## config.mk

```make
export PLATFORM = sky130hd
export DESIGN_NAME = serial_frame_receiver
export DESIGN_NICKNAME = d
export VERILOG_FILES = /design/src/rtl/sr_pkg.sv /design/src/rtl/rx_shift_core.sv /design/src/rtl/serial_frame_receiver.sv
export SDC_FILE = /design/constraint.sdc
export NUM_CORES = 1
export LEC_CHECK = 0
export CAP_MARGIN = 0
export CORE_UTILIZATION = 35
export DETAILED_ROUTE_END_ITERATION = 12
export SYNTH_ARGS = -nofsm -noshare
export SYNTH_HDL_FRONTEND = slang
export SYNTH_SLANG_ARGS = --single-unit
```

## constraint.sdc

```tcl
create_clock -name clk -period 3.3 [get_ports clk]
set_clock_uncertainty 0.15 [all_clocks]
set_input_delay 0.66 -clock clk [delete_from_list [all_inputs] [get_ports clk]]
set_output_delay 0.66 -clock clk [all_outputs]
set_load 0.005 [all_outputs]
```

## src/rtl/sr_pkg.sv

```systemverilog
// Shared definitions for the serial shift-register stage and its frame receiver.
package sr_pkg;

    typedef enum logic [1:0] {
        ST_IDLE   = 2'd0,
        ST_DATA   = 2'd1,
        ST_PARITY = 2'd2
    } state_t;

    localparam logic DIR_LSB_FIRST = 1'b0;
    localparam logic DIR_MSB_FIRST = 1'b1;

    // Frame width shared with the upstream 4-bit shift register.
    localparam int unsigned SR_WIDTH = 4;

endpackage

```

## src/rtl/rx_shift_core.sv

```systemverilog
// Deserialising shift register and bit counter for serial_frame_receiver.
// Direction is latched on start; done strobes while the last data bit is accepted.
module rx_shift_core
    import sr_pkg::*;
#(
    parameter int unsigned WIDTH = SR_WIDTH,
    parameter int unsigned CNT_W = 4
) (
    input  logic             clk,
    input  logic             rst,
    input  logic             start,
    input  logic             dir,
    input  logic             shift_en,
    input  logic             bit_in,
    output logic [WIDTH-1:0] word,
    output logic             done
);

    logic [WIDTH-1:0] sr;
    logic [WIDTH-1:0] shifted;
    logic [CNT_W-1:0] cnt;
    logic             dir_q;

    // word includes the bit accepted this cycle, so the top can load it on the same edge.
    always_comb begin
        shifted = '0;
        if (dir_q == DIR_MSB_FIRST) begin
            shifted = {sr[WIDTH-2:0], bit_in};
        end else begin
            shifted = {bit_in, sr[WIDTH-1:1]};
        end
        word = shift_en ? shifted : sr;
        done = shift_en && (cnt == CNT_W'(WIDTH - 1));
    end

    always_ff @(posedge clk or posedge rst) begin
        if (rst) begin
            sr    <= '0;
            cnt   <= '0;
            dir_q <= DIR_LSB_FIRST;
        end else if (start) begin
            sr    <= '0;
            cnt   <= '0;
            dir_q <= dir;
        end else if (shift_en) begin
            sr    <= shifted;
            cnt   <= cnt + CNT_W'(1);
        end
    end

endmodule

```

## src/rtl/serial_frame_receiver.sv

```systemverilog
// Serial frame receiver: start-bit hunt, WIDTH-bit LSB/MSB-first capture, single-entry output buffer.
// Optional even-parity check enabled by defining RX_PARITY_CHECK_EN.
module serial_frame_receiver
    import sr_pkg::*;
#(
    parameter int unsigned WIDTH = SR_WIDTH,
    parameter int unsigned CNT_W = 4
) (
    input  logic             clk,
    input  logic             rst,
    input  logic             bit_valid,
    input  logic             bit_in,
    input  logic             dir,
    output logic [WIDTH-1:0] out_data,
    output logic             out_valid,
    input  logic             out_ready,
    output logic             overrun,
    output logic             parity_err,
    output logic             busy
);

    state_t           state;
    logic             start;
    logic             shift_en;
    logic             done;
    logic             complete;
    logic [WIDTH-1:0] word;
`ifdef RX_PARITY_CHECK_EN
    logic             par_bad;
`endif

    rx_shift_core #(
        .WIDTH (WIDTH),
        .CNT_W (CNT_W)
    ) u_core (
        .clk      (clk),
        .rst      (rst),
        .start    (start),
        .dir      (dir),
        .shift_en (shift_en),
        .bit_in   (bit_in),
        .word     (word),
        .done     (done)
    );

    always_comb begin
        start    = (state == ST_IDLE) && bit_valid && bit_in;
        shift_en = (state == ST_DATA) && bit_valid;
`ifdef RX_PARITY_CHECK_EN
        // Even parity: XOR over data and parity bit must be zero.
        complete = (state == ST_PARITY) && bit_valid && !(^word ^ bit_in);
        par_bad  = (state == ST_PARITY) && bit_valid &&  (^word ^ bit_in);
`else
        complete = done;
`endif
    end

    always_ff @(posedge clk or posedge rst) begin
        if (rst) begin
            state     <= ST_IDLE;
            busy      <= 1'b0;
            out_data  <= '0;
            out_valid <= 1'b0;
            overrun   <= 1'b0;
`ifdef RX_PARITY_CHECK_EN
            parity_err <= 1'b0;
`endif
        end else begin
            overrun <= 1'b0;
`ifdef RX_PARITY_CHECK_EN
            parity_err <= par_bad;
`endif
            if (out_valid && out_ready) begin
                out_valid <= 1'b0;
            end
            // A same-cycle consume frees the buffer for the new word.
            if (complete) begin
                if (!out_valid || out_ready) begin
                    out_data  <= word;
                    out_valid <= 1'b1;
                end else begin
                    overrun <= 1'b1;
                end
            end

            case (state)
                ST_IDLE: begin
                    if (start) begin
                        state <= ST_DATA;
                        busy  <= 1'b1;
                    end
                end
                ST_DATA: begin
                    if (done) begin
`ifdef RX_PARITY_CHECK_EN
                        state <= ST_PARITY;
`else
                        state <= ST_IDLE;
                        busy  <= 1'b0;
`endif
                    end
                end
`ifdef RX_PARITY_CHECK_EN
                ST_PARITY: begin
                    if (bit_valid) begin
                        state <= ST_IDLE;
                        busy  <= 1'b0;
                    end
                end
`endif
                default: begin
                    state <= ST_IDLE;
                    busy  <= 1'b0;
                end
            endcase
        end
    end

`ifndef RX_PARITY_CHECK_EN
    assign parity_err = 1'b0;
`endif

endmodule

```

==> flow_results.org <==
** STA
- Setup repair after global routing left no endpoint under its margin.
- Slew @ Worst Pin :: 0.611 ns
- The final number of max-transition violations was 0.
- Worst slew margin :: 59.2%
- Fin. Hold Viols :: 0
- For this run, the top clock speed supported by timing is ~480 MHz.
- Final critical path time including I/O delays and setup :: around 2.1 ns
- Of the available clock period, the critical path in the final layout requires a little over three fifths.
- For the final routed database, the setup TNS stands at 0 ns.
- Setup violations remaining at the end of the flow were counted as 0.

** Die
- Chip height :: between 40 and 50 µm
- In this run the core area contains 16 standard-cell rows.
- The die covers 2250 µm².
- In this run the standard cell core region covers slightly below 2000 µm².
- In this run the horizontal extent of the chip is between 40 and 50 µm.
- Pin placement for this block handled 14 I/O pins.
- Initial standard-cell utilization of the core :: 37.2%

** Setup path
- In this run the worst setup path terminates at busy.
- Reg-to-reg critical path startpoint :: busy$_DFFE_PP0P_
- The number of buffers and inverters on the critical path is 1.
- The worst setup path is of the flop to primary output kind.
- The worst register-to-register path has a setup slack of 1.74 ns.
- Number of stages on the worst setup path :: 1
- Of all nets on the critical path, the largest fanout is 8.
- Capturing element type of the critical path :: primary output
- Data required time of the worst path :: ~2.5 ns
- Start point of the critical path :: busy$_DFFE_PP0P_
- Endpoint arrival time on the critical path :: 1.28 ns
- Element type at the critical path start :: flop
- Chain of cells forming the critical path :: clkdlybuf4s50_1
- On the worst path, the slowest cell contributes a delay of approximately 0.54 ns.
- Master of the slowest instance on the critical path :: clkdlybuf4s50_1
- Cell depth of the worst flop-to-flop path :: 3
- The worst register-to-register path ends at out_data[0]$_DFFE_PP0P_.
- Largest delay contributor family on the critical path :: buffers and inverters

** CTS
- Clock root buffer master :: clkbuf_4
- Max Buffers Root-to-Sink :: 2
- Worst-path clk slew :: about 0.090 ns
- Number of gates resized after CTS :: 0
- Total of hold buffers inserted after clock tree synthesis :: 0
- TritonCTS created 3 clock buffers.
- TritonCTS built the clock tree.
- Post-CTS Setup Inserts :: 0
- H-Tree Depth :: 1
- For the worst-skew pair, the clock arrives at the later sink with an insertion delay of between 0.2 and 0.3 ns.
- The clock drives 16 sinks.

** Global route
- Antenna violations before repair :: 0
- For this run the aggregate overflow at the end of global routing stands at 0.
- Entering global routing, the biggest net connects 17 pins.
- The first global-routing pass estimated between 2000 and 2500 µm of wire.
- In the global route stage, overall resource usage came out at between 10% and 20%.
- Number of global-route vias before repair :: between 400 and 500

** Power and ir drop
- IR analysis of the VDD net gives a maximum drop of roughly 0.36 mV.
- Total power density per cell area :: 833 nW/µm²
- In this run the static leakage power is around 0.39 nW.
- Overall power of the completed layout :: around 0.00073 W

** Flow run
- Across the run, the number of max-cap violations was 0.

** Synth
- Counting distinct cell types in the post-synthesis netlist gives 20.
- The mapped netlist covers approximately 720 µm².
- Synthesized instance count :: 60
- The biggest area contributor in the post-synthesis netlist is dfrtp_1.
- Dividing the synthesized area by the synthesized cell count gives around 12 µm².
- Flip-flop and latch count after synthesis :: 16
- Warnings, synthesis :: 0
- Proportion of netlist area held by the largest area contributor :: a little under three fifths
- By area the synthesized netlist is led by dfrtp_1 (55%), mux2_2 (14%), a22o_2 (4.2%).
- Sequential share of the synthesized area :: a little under three fifths
- Post-Synthesis Net Count :: between 60 and 70

** Placed design
- In this run the tool buffered the top-level ports with 12 buffer cells.
- The wire-length estimate of the detail-placed layout is between 900 and 1000 µm.
- Final weighted congestion in routability-driven placement :: between 0.7 and 0.8

** Routing
- Final wirelength :: between 1000 and 1500 µm
- For this run, design rule violations remaining after detail routing come to 0.
- Vias :: around 480
- Number of optimization iterations in the first detailed-route pass :: 1
- Number of DRC violations after detailed-routing iteration 0 :: 0
- Detail-routed net length per standard cell :: 12.9 µm
- The detail route stage leaves a number of antenna-violating nets equal to 0.
- In the routed layout, each cell is associated on average with a via count of about 4.8.

** Min path
- Classification of the worst-slack hold path :: flop to flop

** Final layout
- Layout cell share with drive strength beyond 1 :: between 20% and 30%
- Counting the fill cells in the layout gives slightly below 200.
- Relative to the synthesized area, the layout overhead comes to 21.8%.
- After the last flow step, the layout net total stands at 82.
- The repair_antennas step left the layout with diodes totalling 0.

** Outcome
- Run status :: finished, final reports clean
[power breakdown]
group | switching [W] | internal, W
clock network | 0.0000585 | 0.0000424
logic | 0.000112 | 0.000172
registers | 0.0000680 | 0.000281
total | 0.000238 | 0.000495
[metrics by stage]
stage | hold WS (ns) | cell area (µm²) | cells | util [%] | worst slack, ns
finish | 0.330 | 880 | 100 | 45.3 | 1.21
floorplan | 0.296 | 722 | 60 | - | 1.68
global placement | 0.316 | 857 | 97 | 44.1 | 1.02
CTS | 0.335 | 880 | 100 | 45.3 | 1.21
global route | 0.352 | 880 | 100 | 45.3 | 1.16
detailed placement | 0.322 | 857 | 97 | 44.1 | 0.976
[cell families after synthesis]
| group | share of synthesized area [%] |
|---|---|
| fa+ha+maj | 1.73 |
| compound gates | 7.45 |
| simple gates | 16.3 |
| buf+inv | 3.12 |
| other cells | 0.519 |
| mux | 15.4 |
| flops | 55.5 |
[cells in the mapped netlist]
| cell type | number |
|---|---|
| buf_4 | 1 |
| conb_1 | 1 |
| nor2_1 | 7 |
| nand4_1 | 1 |
| buf_6 | 1 |
| o21ai_0 | 3 |
| mux2i_1 | 1 |
| a22o_2 | 3 |
| inv_1 | 1 |
| a21o_2 | 1 |
| nand2b_1 | 1 |
| nand3b_1 | 1 |
| nand3_1 | 3 |
| dfrtp_1 | 16 |
| ha_1 | 1 |
| nor3_1 | 2 |
| mux2_2 | 9 |
| nand2_1 | 5 |
| nand4_4 | 1 |
| and2_1 | 1 |
[flip-flops by register name (all words and copies together), names as in the netlist]
signal        count
overrun           1
u_core.dir_q      1
u_core.sr         4
busy              1
out_data          4
u_core.cnt        4
out_valid         1
[cell type report]
type                       instances  area, µm²  share of cell area, %
multi-input combinational         41        299                   34.0
sequential                        16        400                   45.5
clock buffer                       3       22.5                   2.56
tap                               27       33.8                   3.84
inverter                           1       3.75                  0.427
timing repair buffer              12        120                   13.7
[per-layer routing]
metal  vias to the layer above  wire, µm  global-route usage, %
met5                         -         0                      0
met4                         0        11                   5.14
met3                         2        83                   6.04
met2                        13       612                   22.2
met1                       224       578                   17.6
li1                        236         -                      -
[worst reg2reg max path: cells and delay by family (launching register included)]
family        cells  cell delay, ns
flops             1            0.45
mux               1            0.30
simple gates      2            0.54
[layout by cell type (no fill, tap or decap)]
cell type	Yosys	routed
and2_1	1	1
conb_1	1	1
clkdlybuf4s50_1	0	12
nand2b_1	1	1
nand3b_1	1	1
nand2_1	5	5
clkbuf_4	0	3
nor2_1	7	7
o21ai_0	3	3
nor3_1	2	2
mux2i_1	1	1
dfrtp_1	16	16
a21o_2	1	1
nand3_1	3	3
nand4_4	1	1
inv_1	1	1
nand4_1	1	1
a22o_2	3	3
mux2_2	9	9
ha_1	1	1
[how the worst min path moves through the flow]
stage,slack [ns],to,depth (start not counted),start
global route,0.35,u_core.cnt[3]$_DFFE_PP0P_,1,u_core.cnt[3]$_DFFE_PP0P_
floorplan,0.30,u_core.cnt[3]$_DFFE_PP0P_,1,u_core.cnt[3]$_DFFE_PP0P_
finish,0.33,u_core.cnt[3]$_DFFE_PP0P_,1,u_core.cnt[3]$_DFFE_PP0P_
detailed placement,0.32,u_core.cnt[3]$_DFFE_PP0P_,1,u_core.cnt[3]$_DFFE_PP0P_
global placement,0.32,u_core.cnt[3]$_DFFE_PP0P_,1,u_core.cnt[3]$_DFFE_PP0P_
CTS,0.33,u_core.cnt[3]$_DFFE_PP0P_,1,u_core.cnt[3]$_DFFE_PP0P_
No activity file was read; power rests on OpenSTA's default activity.
